**src/rtl/mips_mem_pkg.sv**
```systemverilog
// Memory-stage shared definitions: drain FSM encoding, byte-enable patterns,
// default store-buffer depth and the word-address helper.
package mips_mem_pkg;

   localparam int SB_DEPTH_DEFAULT = 4;

   typedef enum logic {
      ST_IDLE = 1'b0,
      ST_REQ  = 1'b1
   } sb_state_t;

   localparam logic [3:0] BE_WORD    = 4'b1111;
   localparam logic [3:0] BE_HALF_LO = 4'b0011;
   localparam logic [3:0] BE_HALF_HI = 4'b1100;
   localparam logic [3:0] BE_BYTE0   = 4'b0001;
   localparam logic [3:0] BE_BYTE1   = 4'b0010;
   localparam logic [3:0] BE_BYTE2   = 4'b0100;
   localparam logic [3:0] BE_BYTE3   = 4'b1000;

   function automatic logic [31:0] word_addr(input logic [31:0] a);
      return {a[31:2], 2'b00};
   endfunction

endpackage

```
**src/rtl/store_buffer_if.sv**
```systemverilog
// Store-request / data-memory write bundle for the store buffer.
// slave = the store buffer itself, master = pipeline plus memory environment.
interface store_buffer_if
   import mips_mem_pkg::*;
#(
   parameter int DEPTH = SB_DEPTH_DEFAULT
) ();

   logic                    st_valid;
   logic                    st_ready;
   logic [31:0]             st_addr;
   logic [31:0]             st_wdata;
   logic [3:0]              st_be;
   logic                    bus_req;
   logic                    bus_ack;
   logic [31:0]             bus_addr;
   logic [31:0]             bus_wdata;
   logic [3:0]              bus_be;
   logic                    sb_empty;
   logic [$clog2(DEPTH):0]  sb_count;

   modport slave (
      input  st_valid, st_addr, st_wdata, st_be, bus_ack,
      output st_ready, bus_req, bus_addr, bus_wdata, bus_be, sb_empty, sb_count
   );

   modport master (
      output st_valid, st_addr, st_wdata, st_be, bus_ack,
      input  st_ready, bus_req, bus_addr, bus_wdata, bus_be, sb_empty, sb_count
   );

endinterface

```
**src/rtl/store_buffer_lane_align.sv**
```systemverilog
// Replicates sub-word store data onto every byte lane so the enabled lanes
// carry the right bytes regardless of the address offset.
module store_lane_align
   import mips_mem_pkg::*;
(
   input  logic [31:0] i_st_wdata,
   input  logic [3:0]  i_st_be,
   output logic [31:0] o_aligned
);

   always_comb begin
      o_aligned = i_st_wdata;
      case (i_st_be)
         BE_HALF_LO, BE_HALF_HI:                    o_aligned = {2{i_st_wdata[15:0]}};
         BE_BYTE0, BE_BYTE1, BE_BYTE2, BE_BYTE3:    o_aligned = {4{i_st_wdata[7:0]}};
         default:                                   o_aligned = i_st_wdata;
      endcase
   end

endmodule

```
**src/rtl/store_buffer.sv**
```systemverilog
// Write-back store buffer: FIFO of aligned stores drained to data memory with
// a req/ack handshake. Optional tail merging is built when STORE_BUFFER_MERGE_EN is defined.
module store_buffer
   import mips_mem_pkg::*;
#(
   parameter int DEPTH = SB_DEPTH_DEFAULT
) (
   input  logic          clk,
   input  logic          reset_n,
   store_buffer_if.slave sb_if
);

   localparam int PW = $clog2(DEPTH);
   localparam int CW = PW + 1;

   logic [31:0]   r_ent_addr [DEPTH];
   logic [31:0]   r_ent_data [DEPTH];
   logic [3:0]    r_ent_be   [DEPTH];
   logic [PW-1:0] r_wptr;
   logic [PW-1:0] r_rptr;
   logic [CW-1:0] r_count;
   sb_state_t     r_state;
   logic          r_bus_req;
   logic [31:0]   r_bus_addr;
   logic [31:0]   r_bus_wdata;
   logic [3:0]    r_bus_be;

   logic [31:0]   w_word_addr;
   logic [31:0]   w_aligned;
   logic          w_push;
   logic          w_pop;
   logic          w_append;
   logic [PW-1:0] w_wr_idx;
   logic [31:0]   w_wr_data;
   logic [3:0]    w_wr_be;
   logic [PW-1:0] w_wptr_next;
   logic [PW-1:0] w_rptr_next;
   logic [CW-1:0] w_count_next;
   sb_state_t     w_state_next;
   logic          w_bus_req_next;
   logic [31:0]   w_bus_addr_next;
   logic [31:0]   w_bus_wdata_next;
   logic [3:0]    w_bus_be_next;

   store_lane_align u_align (
      .i_st_wdata (sb_if.st_wdata),
      .i_st_be    (sb_if.st_be),
      .o_aligned  (w_aligned)
   );

   assign w_word_addr    = word_addr(sb_if.st_addr);
   assign sb_if.st_ready = (r_count != CW'(DEPTH));
   // A zero byte-enable store is handshaken but never occupies an entry.
   assign w_push         = sb_if.st_valid && sb_if.st_ready && (sb_if.st_be != 4'b0000);
   assign w_pop          = (r_state == ST_REQ) && sb_if.bus_ack;

`ifdef STORE_BUFFER_MERGE_EN
   logic [PW-1:0] w_tail;
   logic          w_merge;
   logic [31:0]   w_merge_data;

   // The tail may absorb a same-word store unless it is already on the bus.
   assign w_tail  = r_wptr - 1'b1;
   assign w_merge = w_push && (r_count != '0) && (r_ent_addr[w_tail] == w_word_addr)
                    && !(r_bus_req && (w_tail == r_rptr));

   // Lanes enabled by neither store are cleared so stale replicas never reach memory.
   for (genvar gi = 0; gi < 4; gi++) begin : g_merge_lane
      assign w_merge_data[8*gi +: 8] = sb_if.st_be[gi]         ? w_aligned[8*gi +: 8] :
                                       r_ent_be[w_tail][gi]    ? r_ent_data[w_tail][8*gi +: 8] :
                                                                 8'h00;
   end

   assign w_append  = w_push && !w_merge;
   assign w_wr_idx  = w_merge ? w_tail : r_wptr;
   assign w_wr_data = w_merge ? w_merge_data : w_aligned;
   assign w_wr_be   = w_merge ? (r_ent_be[w_tail] | sb_if.st_be) : sb_if.st_be;
`else
   assign w_append  = w_push;
   assign w_wr_idx  = r_wptr;
   assign w_wr_data = w_aligned;
   assign w_wr_be   = sb_if.st_be;
`endif

   assign w_wptr_next  = r_wptr + PW'(w_append);
   assign w_rptr_next  = r_rptr + PW'(w_pop);
   assign w_count_next = r_count + CW'(w_append) - CW'(w_pop);

   always_ff @(posedge clk) begin
      if (w_push) begin
         r_ent_addr[w_wr_idx] <= w_word_addr;
         r_ent_data[w_wr_idx] <= w_wr_data;
         r_ent_be[w_wr_idx]   <= w_wr_be;
      end
   end

   always_ff @(posedge clk or negedge reset_n) begin
      if (!reset_n) begin
         r_state     <= ST_IDLE;
         r_wptr      <= '0;
         r_rptr      <= '0;
         r_count     <= '0;
         r_bus_req   <= 1'b0;
         r_bus_addr  <= '0;
         r_bus_wdata <= '0;
         r_bus_be    <= '0;
      end else begin
         r_state     <= w_state_next;
         r_wptr      <= w_wptr_next;
         r_rptr      <= w_rptr_next;
         r_count     <= w_count_next;
         r_bus_req   <= w_bus_req_next;
         r_bus_addr  <= w_bus_addr_next;
         r_bus_wdata <= w_bus_wdata_next;
         r_bus_be    <= w_bus_be_next;
      end
   end

   always_comb begin
      w_state_next = r_state;
      case (r_state)
         ST_IDLE: if (w_count_next != '0) w_state_next = ST_REQ;
         ST_REQ:  if (w_pop && (w_count_next == '0)) w_state_next = ST_IDLE;
         default: w_state_next = ST_IDLE;
      endcase
   end

   // Outputs are loaded with next cycle's head; the entry being written this cycle
   // is forwarded so an empty-buffer push is presented one cycle later.
   always_comb begin
      w_bus_req_next   = 1'b0;
      w_bus_addr_next  = '0;
      w_bus_wdata_next = '0;
      w_bus_be_next    = '0;
      if (w_state_next == ST_REQ) begin
         w_bus_req_next = 1'b1;
         if (w_push && (w_wr_idx == w_rptr_next)) begin
            w_bus_addr_next  = w_word_addr;
            w_bus_wdata_next = w_wr_data;
            w_bus_be_next    = w_wr_be;
         end else begin
            w_bus_addr_next  = r_ent_addr[w_rptr_next];
            w_bus_wdata_next = r_ent_data[w_rptr_next];
            w_bus_be_next    = r_ent_be[w_rptr_next];
         end
      end
   end

   assign sb_if.bus_req   = r_bus_req;
   assign sb_if.bus_addr  = r_bus_addr;
   assign sb_if.bus_wdata = r_bus_wdata;
   assign sb_if.bus_be    = r_bus_be;
   assign sb_if.sb_empty  = (r_count == '0);
   assign sb_if.sb_count  = r_count;

endmodule

```
**src/flat_wrapper.sv**
```systemverilog
// flat-port wrapper written by rule: the top's interface ports become plain ports
module store_buffer_flat import mips_mem_pkg::*;
#(
   parameter int DEPTH = SB_DEPTH_DEFAULT
)
  (clk, reset_n, sb_if_st_valid, sb_if_st_addr, sb_if_st_wdata, sb_if_st_be, sb_if_bus_ack, sb_if_st_ready, sb_if_bus_req, sb_if_bus_addr, sb_if_bus_wdata, sb_if_bus_be, sb_if_sb_empty, sb_if_sb_count);
  store_buffer_if #(.DEPTH(DEPTH)) sb_if_i ();
  input  logic clk;
  input  logic reset_n;
  input wire logic [$bits(sb_if_i.st_valid)-1:0] sb_if_st_valid;
  input wire logic [$bits(sb_if_i.st_addr)-1:0] sb_if_st_addr;
  input wire logic [$bits(sb_if_i.st_wdata)-1:0] sb_if_st_wdata;
  input wire logic [$bits(sb_if_i.st_be)-1:0] sb_if_st_be;
  input wire logic [$bits(sb_if_i.bus_ack)-1:0] sb_if_bus_ack;
  output wire logic [$bits(sb_if_i.st_ready)-1:0] sb_if_st_ready;
  output wire logic [$bits(sb_if_i.bus_req)-1:0] sb_if_bus_req;
  output wire logic [$bits(sb_if_i.bus_addr)-1:0] sb_if_bus_addr;
  output wire logic [$bits(sb_if_i.bus_wdata)-1:0] sb_if_bus_wdata;
  output wire logic [$bits(sb_if_i.bus_be)-1:0] sb_if_bus_be;
  output wire logic [$bits(sb_if_i.sb_empty)-1:0] sb_if_sb_empty;
  output wire logic [$bits(sb_if_i.sb_count)-1:0] sb_if_sb_count;
  assign sb_if_i.st_valid = sb_if_st_valid;
  assign sb_if_i.st_addr = sb_if_st_addr;
  assign sb_if_i.st_wdata = sb_if_st_wdata;
  assign sb_if_i.st_be = sb_if_st_be;
  assign sb_if_i.bus_ack = sb_if_bus_ack;
  assign sb_if_st_ready = sb_if_i.st_ready;
  assign sb_if_bus_req = sb_if_i.bus_req;
  assign sb_if_bus_addr = sb_if_i.bus_addr;
  assign sb_if_bus_wdata = sb_if_i.bus_wdata;
  assign sb_if_bus_be = sb_if_i.bus_be;
  assign sb_if_sb_empty = sb_if_i.sb_empty;
  assign sb_if_sb_count = sb_if_i.sb_count;
  store_buffer #(.DEPTH(DEPTH)) u_core (.clk(clk), .reset_n(reset_n), .sb_if(sb_if_i));
endmodule
```
**config.mk**
```make
export PLATFORM = sky130hd
export DESIGN_NAME = store_buffer_flat
export DESIGN_NICKNAME = d
export VERILOG_FILES = /design/src/rtl/mips_mem_pkg.sv /design/src/rtl/store_buffer_if.sv /design/src/rtl/store_buffer_lane_align.sv /design/src/rtl/store_buffer.sv /design/src/flat_wrapper.sv
export SDC_FILE = /design/constraint.sdc
export NUM_CORES = 1
export LEC_CHECK = 0
export ABC_AREA = 1
export CORE_MARGIN = 5
export CORE_UTILIZATION = 61
export CTS_BUF_LIST = sky130_fd_sc_hd__clkbuf_8 sky130_fd_sc_hd__clkbuf_16
export DETAILED_ROUTE_END_ITERATION = 8
export PLACE_DENSITY = 0.94
export SYNTH_ARGS = -nofsm -noshare
export SYNTH_HDL_FRONTEND = slang
export SYNTH_SLANG_ARGS = --single-unit
```
**constraint.sdc**
```tcl
create_clock -name clk -period 12.7 [get_ports clk]
set_input_delay 2.54 -clock clk [delete_from_list [all_inputs] [get_ports clk]]
set_output_delay 2.54 -clock clk [all_outputs]
set_load 0.005 [all_outputs]
```
==> flow_metrics.tcl <==
set metrics [dict create \
    status "finished, final reports clean" \
    tns_ps 0 \
    final_cell_area_sq_mm 0.0168 \
    finalMaxSlewViolations 0 \
    post-cts-setup-buffers 0 \
    post-route-min-period_ps 6560 \
    die_area_sq_mm 0.0265 \
    max_slew_margin_pct 22.1 \
    drive_above_1_share_pct 9.54 \
    clkPwrFrac_pct 22.3 \
    rsz0062_at_grt "no" \
    syn_area_sq_mm 0.0143 \
    grt_first_pass_wirelength_mm 52.2 \
    fin_worst_skew_ps 24.4 \
    clkTransAtPathRegs_ps 60 \
    dp_hpwl_mm 18.7 \
    intPower_mw 2.70 \
    cts_resized 0 \
    post_dp_cell_area_sq_mm 0.0157 \
    cp_max_fo 49 \
    rows 56 \
    synthArstFlopShare_pct 21.9 \
    finalCritPeriodShare_pct 51.6 \
    setup_ws_ps 6140 \
    track_usage_pct 25.0 \
    pwr-share-comb_pct 40.1 \
    whs_ps 613 \
    fp.coreArea_sq_mm 0.0233 \
    drt_iter0_drc 1331 \
    hold_buffers 0 \
    ys_seq_elements 338 \
    ir_drop_uv 172 \
    final_nets 1509 \
    worstPathRequired_ps 13170 \
    seq_power_share_pct 37.7 \
    numCtsBuffers 31 \
    p_sw_mw 1.57 \
    avgSynthCellArea_sq_um 10.8 \
    num_vias 9984 \
    worst_pin_slew_ps 1170 \
    htreeDepth 1 \
    top_level_ports 146 \
    synthCells 1320 \
    drtAntennaViolNets 0 \
    cts_tree "done" \
    worstSetupStartpointType "input pin" \
    routedWlPerCell_um 18.8 \
    ys.flop_type "edfxtp_1" \
    place_congestion 0.768 \
    synth_cell_types 30 \
    utilization_pct 72.3 \
    leakagePower_nw 6.79 \
    wl_mm 33.3 \
    power_density_mw_per_mm2 254 \
    clk_latency_ps 570 \
    setup_viol 0 \
    hold_class "reg2reg" \
    grt_pass1_vias 10100 \
    die_w_um 163 \
    cap_violations 0 \
    start_util_pct 61.3 \
    grt.overflow.total 0 \
    area_delta_synth_final_pct 17.9 \
    antenna_found_initial 1 \
    port_buffers 141 \
    grt_max_degree 111 \
    fmax_ghz 0.152 \
    synth_edf_count 264 \
    clockBufferDepth 3 \
    yosysWarningCount 0 \
    finalHoldViolations 0 \
    switching_share_pct 36.8 \
    yosysSeqAreaShare_pct 68.6 \
    place_ws_ps 5630 \
    viasPerCell 5.62 \
    cp.arrival_ps 7030 \
    cp-end-kind "register" \
    criticalPathCategory "in2reg" \
    floorplan.die.height_um 163 \
    root_buffer "clkbuf_16" \
    drc 0 \
    first_pass_iters 5 \
    clock_sinks 338 \
]
worst max-delay path, stage by stage:
cell and delay [ps]:
clkdlybuf4s50_1 480, nand2_1 50, inv_1 110, ha_4 160, inv_2 40, nand2_1 80, nand3_1 90, nand2_2 810
nand3_2 1140, inv_2 1180, nor2_1 80, nor2_1 200
per-layer routing:
metal / GRT usage, % / vias to the layer above / wire length [um]
li1: - / 4609 / -
met1: 31.4 / 4706 / 11900
met2: 43.9 / 592 / 17200
met3: 4.78 / 77 / 3330
met4: 8.20 / 0 / 958
met5: 0 / - / 0
state kept, by name (all words and copies together) (netlist names):
register and flops:
u_core.r_ent_be 16, u_core.sb_if.bus_addr 30, u_core.r_ent_addr 120, u_core.r_rptr 2, u_core.sb_if.bus_be 4, u_core.sb_if.bus_wdata 32
u_core.r_wptr 2, u_core.sb_if.bus_req 1, u_core.sb_if.sb_count 3, u_core.r_ent_data 128
power by group through the flow:
stage / clock network (mW) / logic [mW] / registers, mW
after floorplan: 0 / 1.09 / 1.64
after global placement: 0 / 1.60 / 1.61
after detailed placement: 0 / 1.67 / 1.62
after CTS: 0.960 / 1.70 / 1.61
after global routing: 1.01 / 1.89 / 1.63
final: 0.950 / 1.71 / 1.61
synth_stat cells, types with 11 or more instances:
library cell  count  share of area, %
a21oi_1          40               1.4
buf_2            31               1.1
buf_4            18              0.95
clkbuf_1         16              0.42
dfrtp_1          74                13
edfxtp_1        264                56
inv_1            45               1.2
nand2_1         325               8.6
nand2_2          11              0.48
nand3_1          22              0.77
nand3b_1         30               1.6
nor2_1          219               5.8
o21ai_0         120               4.2
o21ai_1          20              0.70
or2_2            42               1.8
layout by cell type (no fill, tap or decap), types with 2 or more instances in the layout:
master	netlist	layout
conb_1	1	2
edfxtp_1	264	264
clkinv_2	0	6
nand2_1	325	325
clkdlybuf4s50_1	0	140
nor3_2	0	4
clkbuf_8	0	2
bufinv_16	0	5
clkbuf_16	0	31
clkinv_1	0	2
o21ai_0	120	120
nor2_2	4	4
nand3_2	3	3
inv_2	9	9
nand3_1	22	22
inv_1	45	52
ha_1	4	3
a21oi_1	40	40
o21ai_1	20	20
or2_2	42	42
dfrtp_1	74	74
nor2_1	219	219
buf_4	18	14
nand2_2	11	11
nand3b_1	30	30
clkinvlp_4	0	3
final cells by class:
| cell class | instances | area [sq um] |
|---|---|---|
| diodes | 1 | 2.50 |
| multi-input cells | 853 | 3850 |
| clock buffers | 33 | 803 |
| fillers | 1462 | 6450 |
| clock inverters | 25 | 260 |
| inverters | 54 | 205 |
| flip-flops and latches | 338 | 9780 |
| well taps | 319 | 399 |
| repair buffers | 154 | 1510 |
path summary, 6_finish.rpt:
| path | from | to | slack, ps | cells past startpoint |
|---|---|---|---|---|
| hold / removal | u_core.r_wptr[1] | u_core.r_wptr[1] | 610 | 1 |
| max in group asynchronous | reset_n | u_core.sb_if.bus_addr[17] | 9860 | 1 |
| min in group asynchronous | reset_n | u_core.sb_if.bus_addr[27] | 2170 | 1 |
| hold reg to reg | u_core.r_wptr[1] | u_core.r_wptr[1] | 610 | 1 |
| setup / recovery | sb_if_bus_ack | u_core.sb_if.bus_addr[2] | 6140 | 12 |
| setup reg to reg | u_core.sb_if.bus_req | u_core.sb_if.bus_addr[2] | 8200 | 10 |
stage by stage:
step	total power [mW]	std cells
final	4.26	1777
after global routing	4.52	1777
after CTS	4.26	1776
after detailed placement	3.29	1718
after global placement	3.21	1718
after floorplan	2.73	1321
cell families after synthesis:
kind of cell             share of synthesized area [%]
AND/OR/NAND/NOR                                   19.6
buffers and inverters                             4.65
flip-flops                                        68.6
XOR/XNOR                                         0.237
AO/OA/AOI/OAI                                     6.37
other                                           0.0263
adder cells (fa/ha/maj)                          0.491
(Power assumes the default switching activity.)
